===== config.mk =====
export PLATFORM = sky130hd
export DESIGN_NAME = haze_frame_ctrl
export DESIGN_NICKNAME = d
export VERILOG_FILES = /design/src/rtl/haze_frame_ctrl.sv
export SDC_FILE = /design/constraint.sdc
export NUM_CORES = 1
export LEC_CHECK = 0
export BUFFER_PORTS_ARGS = -buffer_cell sky130_fd_sc_hd__buf_2
export CORE_MARGIN = 2
export CORE_UTILIZATION = 50
export CTS_BUF_LIST = sky130_fd_sc_hd__clkbuf_4 sky130_fd_sc_hd__clkbuf_8
export DETAILED_ROUTE_END_ITERATION = 8
export PLACE_DENSITY = 0.72
export REMOVE_ABC_BUFFERS = 1
export SETUP_SLACK_MARGIN = 0.15
export SYNTH_ARGS = -nofsm -noshare
export SYNTH_HDL_FRONTEND = slang
export SYNTH_SLANG_ARGS = --single-unit

===== constraint.sdc =====
create_clock -name i_clk -period 3.05 [get_ports i_clk]
set_input_delay 0.305 -clock i_clk [delete_from_list [all_inputs] [get_ports i_clk]]
set_output_delay 0.305 -clock i_clk [all_outputs]
set_load 0.01 [all_outputs]

===== src/rtl/haze_frame_ctrl.sv =====
// haze_frame_ctrl: frame sequencer beside the haze core; double-buffers config, checks geometry, estimates A.
// Optional macro HAZE_ATM_SMOOTH_EN selects an IIR (alpha=1/4) atmospheric-light update instead of the raw frame max.
module haze_frame_ctrl #(
    parameter int PIC_WIDTH  = 640,
    parameter int PIC_HEIGHT = 480,
    parameter int DATA_W     = 8,
    parameter int ATM_INIT   = 220,
    parameter int OMEGA_INIT = 243,
    parameter int T0_INIT    = 26
) (
    input  logic              i_clk,
    input  logic              i_rst,
    input  logic              i_pre_frame_vsync,
    input  logic              i_pre_frame_href,
    input  logic              i_pre_frame_clken,
    input  logic              i_cfg_we,
    input  logic              i_cfg_bypass,
    input  logic [DATA_W-1:0] i_cfg_omega,
    input  logic [DATA_W-1:0] i_cfg_t0,
    input  logic              i_dark_valid,
    input  logic [DATA_W-1:0] i_dark_data,
    output logic              o_core_bypass,
    output logic [DATA_W-1:0] o_core_omega,
    output logic [DATA_W-1:0] o_core_t0,
    output logic [DATA_W-1:0] o_atm_light,
    output logic [15:0]       o_frame_cnt,
    output logic              o_geom_err,
    output logic [1:0]        o_ctrl_state
);
    typedef enum logic [1:0] {
        WAIT_VS   = 2'd0,
        ACTIVE    = 2'd1,
        FRAME_END = 2'd2,
        BLANK     = 2'd3
    } state_t;

    localparam logic [DATA_W-1:0] OMEGA_RST = DATA_W'(OMEGA_INIT);
    localparam logic [DATA_W-1:0] T0_RST    = DATA_W'(T0_INIT);
    localparam logic [DATA_W-1:0] ATM_RST   = DATA_W'(ATM_INIT);
    localparam logic [15:0]       WIDTH16   = 16'(PIC_WIDTH);
    localparam logic [15:0]       HEIGHT16  = 16'(PIC_HEIGHT);

    state_t            r_state;
    state_t            w_stateNext;
    logic              r_vsD;
    logic              r_hrD;
    logic              w_vsRise;
    logic              w_vsFall;
    logic              w_hrFall;
    logic              w_commit;
    logic              w_frameBadFinal;
    logic              w_geomAtCommit;
    logic              r_shBypass;
    logic [DATA_W-1:0] r_shOmega;
    logic [DATA_W-1:0] r_shT0;
    logic              r_coreBypass;
    logic [DATA_W-1:0] r_coreOmega;
    logic [DATA_W-1:0] r_coreT0;
    logic [DATA_W-1:0] r_atm;
    logic [DATA_W-1:0] w_atmNext;
    logic [DATA_W-1:0] r_maxR;
    logic [15:0]       r_frameCnt;
    logic              r_geomErr;
    logic [15:0]       r_pixCnt;
    logic [15:0]       r_lineCnt;
    logic              r_frameBad;

    assign w_vsRise = i_pre_frame_vsync & ~r_vsD;
    assign w_vsFall = ~i_pre_frame_vsync & r_vsD;
    assign w_hrFall = ~i_pre_frame_href & r_hrD;
    assign w_commit = w_vsRise && (r_state != ACTIVE);

    assign w_frameBadFinal = r_frameBad | (r_lineCnt != HEIGHT16);
    // A back-to-back commit must see the verdict of the frame closing in the same cycle
    assign w_geomAtCommit  = (r_state == FRAME_END) ? w_frameBadFinal : r_geomErr;

`ifdef HAZE_ATM_SMOOTH_EN
    logic [DATA_W+1:0] w_atmSum;
    assign w_atmSum  = {2'b00, r_atm} - {4'b0000, r_atm[DATA_W-1:2]} + {4'b0000, r_maxR[DATA_W-1:2]};
    assign w_atmNext = w_atmSum[DATA_W-1:0];
`else
    assign w_atmNext = r_maxR;
`endif

    always_ff @(posedge i_clk) begin
        if (i_rst) r_state <= WAIT_VS;
        else       r_state <= w_stateNext;
    end

    always_comb begin
        w_stateNext = r_state;
        case (r_state)
            WAIT_VS:   if (w_vsRise) w_stateNext = ACTIVE;
            ACTIVE:    if (w_vsFall) w_stateNext = FRAME_END;
            FRAME_END: w_stateNext = w_vsRise ? ACTIVE : BLANK;
            BLANK:     if (w_vsRise) w_stateNext = ACTIVE;
            default:   w_stateNext = WAIT_VS;
        endcase
    end

    always_ff @(posedge i_clk) begin
        if (i_rst) begin
            // Edge history follows the live sync so vsync held high through reset is not a rise
            r_vsD        <= i_pre_frame_vsync;
            r_hrD        <= i_pre_frame_href;
            r_shBypass   <= 1'b0;
            r_shOmega    <= OMEGA_RST;
            r_shT0       <= T0_RST;
            r_coreBypass <= 1'b1;
            r_coreOmega  <= OMEGA_RST;
            r_coreT0     <= T0_RST;
            r_atm        <= ATM_RST;
            r_maxR       <= '0;
            r_frameCnt   <= '0;
            r_geomErr    <= 1'b0;
            r_pixCnt     <= '0;
            r_lineCnt    <= '0;
            r_frameBad   <= 1'b0;
        end else begin
            r_vsD <= i_pre_frame_vsync;
            r_hrD <= i_pre_frame_href;
            if (i_cfg_we) begin
                r_shBypass <= i_cfg_bypass;
                r_shOmega  <= i_cfg_omega;
                r_shT0     <= i_cfg_t0;
            end
            if (w_commit) begin
                r_coreBypass <= r_shBypass | w_geomAtCommit;
                r_coreOmega  <= r_shOmega;
                r_coreT0     <= r_shT0;
                r_maxR       <= '0;
            end
            if (r_state == ACTIVE) begin
                if (w_hrFall) begin
                    if (r_pixCnt != WIDTH16) r_frameBad <= 1'b1;
                    r_pixCnt <= '0;
                    if (r_lineCnt != 16'hFFFF) r_lineCnt <= r_lineCnt + 16'd1;
                end else if (i_pre_frame_clken && i_pre_frame_href && r_pixCnt != 16'hFFFF) begin
                    r_pixCnt <= r_pixCnt + 16'd1;
                end
                // A line still open when the frame closes is a truncated line
                if (w_vsFall && i_pre_frame_href) r_frameBad <= 1'b1;
                if (i_dark_valid && i_dark_data > r_maxR) r_maxR <= i_dark_data;
            end
            if (r_state == FRAME_END) begin
                r_geomErr  <= w_frameBadFinal;
                r_frameCnt <= r_frameCnt + 16'd1;
                if (!w_frameBadFinal) r_atm <= w_atmNext;
                r_lineCnt  <= '0;
                r_pixCnt   <= '0;
                r_frameBad <= 1'b0;
            end
        end
    end

    assign o_core_bypass = r_coreBypass;
    assign o_core_omega  = r_coreOmega;
    assign o_core_t0     = r_coreT0;
    assign o_atm_light   = r_atm;
    assign o_frame_cnt   = r_frameCnt;
    assign o_geom_err    = r_geomErr;
    assign o_ctrl_state  = r_state;
endmodule


==> qor.yml, run 1 <==
ioPinCount: 76
synthAdderAreaFrac: 0.0431
wl_per_cell_um: 14.3
gr-usage-all-layers: 0.205
setup_violations: 0
die_h_um: 100
tns_ns: 0
final_nets: 635
cts-root-buf: "clkbuf_8"
cts.sinks: 104
peakVddDrop_mv: 0.326
cellPowerDensity_nw_per_um2: 542
cts_buffer_depth: 2
cts_resized: 0
finalNonFillerCells: 703
synthFlopType: "dfxtp_1"
syn_inst: 522
cp-start-kind: "flop"
syn_to_final_growth_pct: 13.7
p_int_mw: 1.95
synth_top_family_by_area: "simple AND/OR/NAND/NOR gates"
synth_edf_count: 0
seqPwrFrac: 0.519
power.share.combinational: 0.168
syn_avg_cell_area_um2: 8.90
period_needed_ns: 2.14
synth-xor-area-share: 0.0679
cts_buffers: 9
antenna_found_initial: 1
path_class: "flop to flop"
cp.required_ns: 3.35
crit_path_end_kind: "flop"
layout-drive-gt1-share: 0.177
dr.pass1.iters: 4
slew_violations: 0
cap_violations: 0
antenna_left: 0
power_mw: 2.86
tightestPinTransition_ns: 0.940
power.leakage_nw: 2.14
grt_pass1_vias: 3660
num_rows: 35
min_path_type: "input pin to flop"
synth.top_cell.area_share: 0.448
antennaDiodeCount: 0
dieWidth_um: 100
synth-simple-area-share: 0.250
swShare: 0.321
grt_pass1_wl_um: 16800
clk-insertion-delay-late_ns: 0.38
drt_first_iter_violations: 177
synth_compound_area_frac: 0.0924
synthTopCellsByCount: "104 x dfxtp_1, 73 x nand2_1, 59 x nor2_1, 35 x nand3_1, 29 x mux2i_1"
gp_congestion: 0.832
muxShareOfSynthArea: 0.0625
dp_hpwl_um: 7000
status: "completed"
path_max_fanout: 8
gr-total-overflow: 0
drc_errors: 0
n_fill_cell: 827
arrival_ns: 2.44
synth_warnings: 0
ys_async_sr_fraction: 0
netlist_area_um2: 4650
rsz0062_at_grt: "no"
cts_hold_buffers: 0
wl_um: 10000
path_clk_slew_ns: 0.12
hold_violations: 0
initial_utilization: 0.510
synth.distinct_cells: 53
synth_top_area_cell: "dfxtp_1"
p_clk_frac: 0.313
core_um2: 9110
fin_crit_sh: 0.703
cts_setup_buffers: 0
cts_max_level: 3
vias: 3889
viasPerCell: 5.53
port_buffers: 75
yosysMostFrequentCell: "dfxtp_1"
grt_max_degree: 32
dp_cells: 687
synth_top_cells_by_area: "dfxtp_1 45%, mux2i_1 6.2%, nand2_1 5.9%, nor2_1 4.8%, ha_1 4.3%"
dieArea_um2: 10100
max_slew_margin: 0.372
netSwitchingPower_uw: 918
cts_tree: "done"
finClkSkew_ns: 0.0214
fmax_ghz: 0.467
yosysSeqAreaShare: 0.448
ys_ff_latch: 104
-- logic make-up after synthesis --
| family | count (synthesis) |
|---|---|
| muxes | 29 |
| buffers and inverters | 41 |
| adders and majority gates | 16 |
| AOI/OAI and AO/OA | 62 |
| xor gates and xnor gates | 36 |
| and+or+nand+nor | 234 |
| DFF | 104 |
-- state kept, by name, summed over array words and instances, names as in the netlist, 2 cells and up --
signal        flops
o_frame_cnt      16
o_core_omega      8
r_shT0            8
r_lineCnt        16
o_core_t0         8
r_shOmega         8
r_maxR            8
r_pixCnt         16
o_ctrl_state      2
o_atm_light       8
-- final cells by class --
cell class	instances	area (um^2)	share of cell area
clock inverters	7	86.3	0.0163
multi-input cells	377	2400	0.454
well taps	111	139	0.0263
repair buffers	76	383	0.0725
clock buffers	9	124	0.0234
flip-flops and latches	104	2080	0.394
inverters	19	71.3	0.0135
-- cells in the final DEF (no fill, tap or decap), types with 3 or more instances in the layout --
cell type	netlist	final
o21ai_0	5	5
a21oi_1	27	27
xor2_1	18	18
dfxtp_1	104	104
nand4_1	18	18
o211ai_1	12	12
clkbuf_8	0	9
buf_2	6	75
xnor2_1	18	18
and4_1	8	8
nor2_1	59	59
or3_1	3	3
nand3_1	35	35
nand2_1	73	73
nor3_1	6	6
inv_8	0	4
nor4_1	3	3
and3_1	9	9
mux2i_1	29	29
inv_1	18	18
ha_1	16	16
and2_1	4	4
a211oi_1	3	3
-- per-stage QoR --
stage,hold WS (ns),setup WS [ns],utilization,area (um^2)
after detailed placement,0.452,0.927,0.557,5070
after floorplan,0.333,1.18,-,4550
after global placement,0.437,0.998,0.557,5070
after global routing,0.0519,0.733,0.580,5280
after CTS,0.0503,0.909,0.580,5280
final,0.0666,0.906,0.580,5280
-- final timing paths --
kind	cells after the start	slack, ns	startpoint	end
min reg2reg	2	0.47	r_shT0[2]	o_core_t0[2]
max reg2reg	7	0.91	r_maxR[5]	r_maxR[2]
max	7	0.91	r_maxR[5]	r_maxR[2]
min	1	0.07	i_pre_frame_vsync	r_vsD
-- worst max-delay path: stages (launching register included) --
cell and delay [ns]:
dfxtp_1 0.38, inv_1 0.05, ha_1 0.29, a211o_1 0.31, a21oi_1 0.26, and3_1 0.41
o211ai_1 0.15, a21oi_1 0.22
-- per-layer routing --
layer	vias up	GRT usage	share of wire
met5	-	0	0
met4	0	0.0537	0.012
met3	13	0.0634	0.055
met1	1843	0.269	0.46
met2	83	0.328	0.47
li1	1950	-	-
-- power by group through the flow --
stage          Combinational [mW]  Clock, mW  Sequential, mW
2_1_floorplan               0.290          0            1.53
3_3_place_gp                0.469          0            1.51
3_5_place_dp                0.479          0            1.52
4_1_cts                     0.481      0.917            1.49
5_1_grt                     0.543      0.970            1.50
6_report                    0.481      0.896            1.49
(Power assumes the default switching activity.)
==> run 2, diff against run 1 <==
clock period = 2.1 ns   (was 3.05 ns; I/O delays follow)
==> run 2 against run 1 <==
Fmax is 15% higher. Final area is 2.7% higher. Clock power is 46% higher. Combinational power is 58% higher. Flip-flop and latch count stayed put. Sequential power is 45% higher. Worst setup slack worse by 0.68 ns. Register-to-register slack worse by 0.68 ns. Via count is 0.69% higher.
==> qor.yml, run 2 (same netlist as run 1, synthesis figures left out) <==
arrival_ns: 2.18  # was 2.44 ns
worstRegToRegCells: 7  # unchanged
antenna_found_initial: 0  # was 1
max_slew_margin: 0.652  # was 0.372
gp_congestion: 0.854  # was 0.832
path_clk_slew_ns: 0.13  # was 0.12 ns
cts_buffer_depth: 2  # unchanged
gr-usage-all-layers: 0.202  # was 0.205
cellPowerDensity_nw_per_um2: 778  # was 542 nW/um^2
cts_max_level: 3  # unchanged
path_max_fanout: 8  # unchanged
antenna_left: 0  # unchanged
wl_per_cell_um: 13.7  # was 14.3 um
cap_violations: 0  # unchanged
cts.sinks: 104  # unchanged
hold_violations: 0  # unchanged
fmax_ghz: 0.535  # was 0.467 GHz
worstHoldStart: "i_cfg_omega[6]"  # was i_pre_frame_vsync
rsz0062_at_grt: "yes"  # was no
peakVddDrop_mv: 0.556  # was 0.326 mV
crit_path_end_kind: "flop"  # unchanged
layout_commonest_cell: "dfxtp_1"  # unchanged
antennaDiodeCount: 0  # unchanged
final_nets: 648  # was 635
drt_first_iter_violations: 132  # was 177
layout-drive-gt1-share: 0.203  # was 0.177
period_needed_ns: 1.87  # was 2.14 ns
grt_pass1_wl_um: 16600  # was 16800 um
clk-insertion-delay-late_ns: 0.38  # about the same
min_path_type: "input pin to flop"  # unchanged
dieArea_um2: 10100  # unchanged
status: "completed"  # unchanged
die_h_um: 100  # unchanged
fin_crit_sh: 0.891  # was 0.703
wl_um: 9830  # was 10000 um
slew_violations: 0  # unchanged
tightestPinTransition_ns: 0.522  # was 0.940 ns
vias: 3916  # was 3889
path_class: "flop to flop"  # unchanged
mostFrequentLayoutCells: "104 x dfxtp_1, 75 x buf_2, 72 x nand2_1"  # was 104 x dfxtp_1, 75 x buf_2, 73 x nand2_1
dp_hpwl_um: 7100  # was 7000 um
cts_tree: "done"  # unchanged
cts_setup_buffers: 0  # unchanged
tns_ns: 0  # unchanged
gr-total-overflow: 0  # unchanged
post-route-util: 0.596  # was 0.580
hold_end: "r_shOmega[6]"  # was r_vsD
ioPinCount: 76  # unchanged
drc_errors: 0  # unchanged
power.leakage_nw: 2.21  # was 2.14 nW
grt_max_degree: 42  # was 32
holdPathStages: 3  # was 1
port_buffers: 75  # unchanged
finClkSkew_ns: 0.0199  # was 0.0214 ns
rr_startpoint: "r_maxR[5]"  # unchanged
dieWidth_um: 100  # unchanged
initial_utilization: 0.510  # unchanged
finalNonFillerCells: 716  # was 703
r2r_end: "r_maxR[4]"  # was r_maxR[2]
cts_buffers: 9  # unchanged
core_um2: 9110  # unchanged
r2r_slack_ns: 0.23  # was 0.91 ns
power_mw: 4.23  # was 2.86 mW
cp-start-kind: "flop"  # unchanged
num_rows: 35  # unchanged
dr.pass1.iters: 5  # was 4
grt_pass1_vias: 3632  # was 3660
setup_violations: 0  # unchanged
syn_to_final_growth_pct: 16.8  # was 13.7%
n_fill_cell: 822  # was 827
cp.required_ns: 2.41  # was 3.35 ns
cts-root-buf: "clkbuf_8"  # unchanged
viasPerCell: 5.47  # was 5.53
dp_cells: 698  # was 687
[run 2: report_power, final]
| group | internal, mW | switching, mW | total [mW] |
|---|---|---|---|
| Clock | 0.494 | 0.818 | 1.31 |
| Sequential | 2.08 | 0.0778 | 2.16 |
| Combinational | 0.299 | 0.459 | 0.758 |
| Total | 2.87 | 1.36 | 4.23 |
[run 2: worst max path at each step]
stage | start | end | slack (ns)
detailed placement | r_maxR[5] | r_maxR[6] | 0.09
global placement | r_maxR[5] | r_maxR[5] | 0.22
finish | r_maxR[5] | r_maxR[4] | 0.23
global route | o_ctrl_state[0] | r_lineCnt[9] | 0.15
CTS | r_maxR[5] | r_maxR[6] | 0.23
floorplan | o_ctrl_state[1] | o_frame_cnt[15] | 0.23
[run 2: per-layer routing]
| layer | routed length (um) | share of wire | vias to the layer above | track usage |
|---|---|---|---|---|
| li1 | - | - | 1979 | - |
| met1 | 4670 | 0.48 | 1835 | 0.269 |
| met2 | 4500 | 0.46 | 90 | 0.316 |
| met3 | 541 | 0.055 | 12 | 0.0592 |
| met4 | 113 | 0.011 | 0 | 0.0643 |
| met5 | 0 | 0 | - | 0 |
[run 2: layout make-up]
| type | count | area, um^2 | area share |
|---|---|---|---|
| well taps | 111 | 139 | 0.0256 |
| flip-flops and latches | 104 | 2080 | 0.383 |
| multi-input cells | 377 | 2420 | 0.446 |
| clock inverters | 7 | 101 | 0.0187 |
| repair buffers | 89 | 489 | 0.0901 |
| clock buffers | 9 | 124 | 0.0228 |
| inverters | 19 | 71.3 | 0.0131 |
[run 2: stage by stage]
stage,instance area (um^2),hold slack (ns),setup WS [ns]
6_report,5430,0.0347,0.229
5_1_grt,5430,0.0211,0.147
4_1_cts,5410,0.0154,0.231
3_3_place_gp,5160,0.348,0.216
2_1_floorplan,4550,0.238,0.231
3_5_place_dp,5160,0.361,0.0936
[run 2: worst max-delay path: stages, from the launching register on]
cell and delay [ns]:
dfxtp_1 0.38, inv_1 0.05, ha_1 0.28, a211o_1 0.31, a21oi_2 0.20, and3_2 0.30, o211ai_1 0.12, a21oi_1 0.16
[run 2: repair_timing]
item                       in CTS  in global routing
hold endpoints to repair        2                  0
resized for setup               2                  6
pin swaps                       0                  0
hold buffers                    2                  0
setup endpoints to repair       8                 26
==> run 3, diff against run 2 <==
clock period = 2.29 ns   (was 2.1 ns; I/O delays follow)
==> run 3 against run 2 <==
Power down 10%. Routed wire length up 0.75%. Die area unchanged.
==> qor.yml, run 3 (same netlist as run 1, synthesis figures left out) <==
grt_use_met3: 0.0648  # was 0.0592
placed_area_um2: 5130  # was 5160 um^2
crit_path_end_kind: "flop"  # unchanged
tightestPinTransition_ns: 0.534  # was 0.522 ns
gr-usage-met2: 0.321  # was 0.316
path_max_fanout: 8  # unchanged
grt_pass1_wl_um: 16300  # was 16600 um
dieWidth_um: 100  # unchanged
vias: 3834  # was 3916
period_needed_ns: 2.00  # was 1.87 ns
stdcell_area_um2: 5330  # was 5430 um^2
syn_to_final_growth_pct: 14.8  # was 16.8%
worst_path_largest_cell_delay_ns: 0.43  # was 0.38 ns
layout-drive-gt1-share: 0.190  # was 0.203
cts_max_level: 3  # unchanged
dieArea_um2: 10100  # unchanged
dp_cells: 694  # was 698
layout_commonest_cell: "dfxtp_1"  # unchanged
ioPinCount: 76  # unchanged
cap_violations: 0  # unchanged
mostFrequentLayoutCells: "104 x dfxtp_1, 75 x buf_2, 73 x nand2_1"  # was 104 x dfxtp_1, 75 x buf_2, 72 x nand2_1
cp.required_ns: 2.54  # was 2.41 ns
drc_errors: 0  # unchanged
fmax_ghz: 0.500  # was 0.535 GHz
tns_ns: 0  # unchanged
min_path_type: "input pin to flop"  # unchanged
final_nets: 643  # was 648
peakVddDrop_mv: 0.358  # was 0.556 mV
path_class: "flop to flop"  # unchanged
dp_hpwl_um: 7160  # was 7100 um
max_slew_margin: 0.641  # was 0.652
num_rows: 35  # unchanged
cts_setup_buffers: 0  # unchanged
port_buffers: 75  # unchanged
cts_buffer_depth: 2  # unchanged
wl_per_cell_um: 13.9  # was 13.7 um
cellPowerDensity_nw_per_um2: 709  # was 778 nW/um^2
arrival_ns: 2.25  # was 2.18 ns
cts_buffers: 9  # unchanged
cpMaxStageDelayCell: "dfxtp_1"  # unchanged
core_um2: 9110  # unchanged
antenna_left: 0  # unchanged
finClkSkew_ns: 0.0201  # was 0.0199 ns
power.leakage_nw: 2.17  # was 2.21 nW
timing.final.ws_setup_ns: 0.290  # was 0.229 ns
cts.sinks: 104  # unchanged
rsz0062_at_grt: "yes"  # unchanged
cts_tree: "done"  # unchanged
antennaDiodeCount: 0  # unchanged
gr-usage-all-layers: 0.200  # was 0.202
slew_violations: 0  # unchanged
path_clk_slew_ns: 0.11  # was 0.13 ns
cp-start-kind: "flop"  # unchanged
hold_violations: 0  # unchanged
dr.pass1.iters: 5  # unchanged
fin_crit_sh: 0.873  # was 0.891
power_mw: 3.78  # was 4.23 mW
setup_violations: 0  # unchanged
antenna_found_initial: 1  # was 0
gp_congestion: 0.872  # was 0.854
initial_utilization: 0.510  # unchanged
crit_chain: "ha_1 -> nand3b_1 -> nor2_1 -> and4_1 -> mux2i_1 -> nor2_1"  # was inv_1 -> ha_1 -> a211o_1 -> a21oi_2 -> and3_2 -> o211ai_1 -> a21oi_1
place_ws_ns: 0.294  # was 0.0936 ns
status: "completed"  # unchanged
die_h_um: 100  # unchanged
drt_first_iter_violations: 111  # was 132
grt_pass1_vias: 3552  # was 3632
cp_common_cell: "nor2_1"
gr-usage-met1: 0.258  # was 0.269
finalNonFillerCells: 711  # was 716
clk-insertion-delay-late_ns: 0.37  # was 0.38 ns
gr-total-overflow: 0  # unchanged
cts-root-buf: "clkbuf_8"  # unchanged
grt_max_degree: 43  # was 42
wl_um: 9900  # was 9830 um
viasPerCell: 5.39  # was 5.47
busiest_layer: "met2"  # unchanged
run 3: layout make-up:
class	count	area, um^2
timing repair buffer	84	445
sequential	104	2080
clock buffer	9	124
multi-input combinational	377	2400
inverter	19	71.3
clock inverter	7	68.8
tap	111	139
fill	809	3780
run 3: path summary, 6_finish.rpt:
| check | cells after the start | to | start | slack [ns] |
|---|---|---|---|---|
| hold reg to reg | 2 | o_core_t0[2] | o_core_t0[2] | 0.46 |
| setup reg to reg | 6 | r_lineCnt[8] | o_ctrl_state[0] | 0.29 |
| hold / removal | 1 | r_hrD | i_pre_frame_href | 0.04 |
| setup / recovery | 6 | r_lineCnt[8] | o_ctrl_state[0] | 0.29 |
run 3: routing by layer:
layer | share of wire | wire, um | vias up
met5 | 0.0011 | 11 | -
met4 | 0.011 | 105 | 2
met3 | 0.053 | 526 | 10
met2 | 0.47 | 4630 | 73
met1 | 0.47 | 4630 | 1796
li1 | - | - | 1953
run 3: report_power, final:
part | internal [mW] | switching [mW] | total (mW)
Clock | 0.432 | 0.698 | 1.13
Combinational | 0.256 | 0.418 | 0.674
Sequential | 1.91 | 0.0719 | 1.98
run 3: critical path: cells and delay by family, from the launching register on:
| kind | cells | cell delay (ns) |
|---|---|---|
| mux | 1 | 0.19 |
| flops | 1 | 0.43 |
| fa+ha+maj | 1 | 0.34 |
| simple gates | 4 | 0.95 |
run 3: what timing repair did:
item / CTS / global route
hold endpoints to repair: 1 / 0
hold buffers: 1 / 0
setup endpoints to repair: 0 / 7
gates resized for setup: 0 / 2
run 3: through the flow:
| stage | util | hold slack (ns) |
|---|---|---|
| floorplan | - | 0.257 |
| global placement | 0.563 | 0.366 |
| detailed placement | 0.563 | 0.375 |
| CTS | 0.585 | 0.0109 |
| global route | 0.585 | 0.0319 |
| finish | 0.585 | 0.0375 |
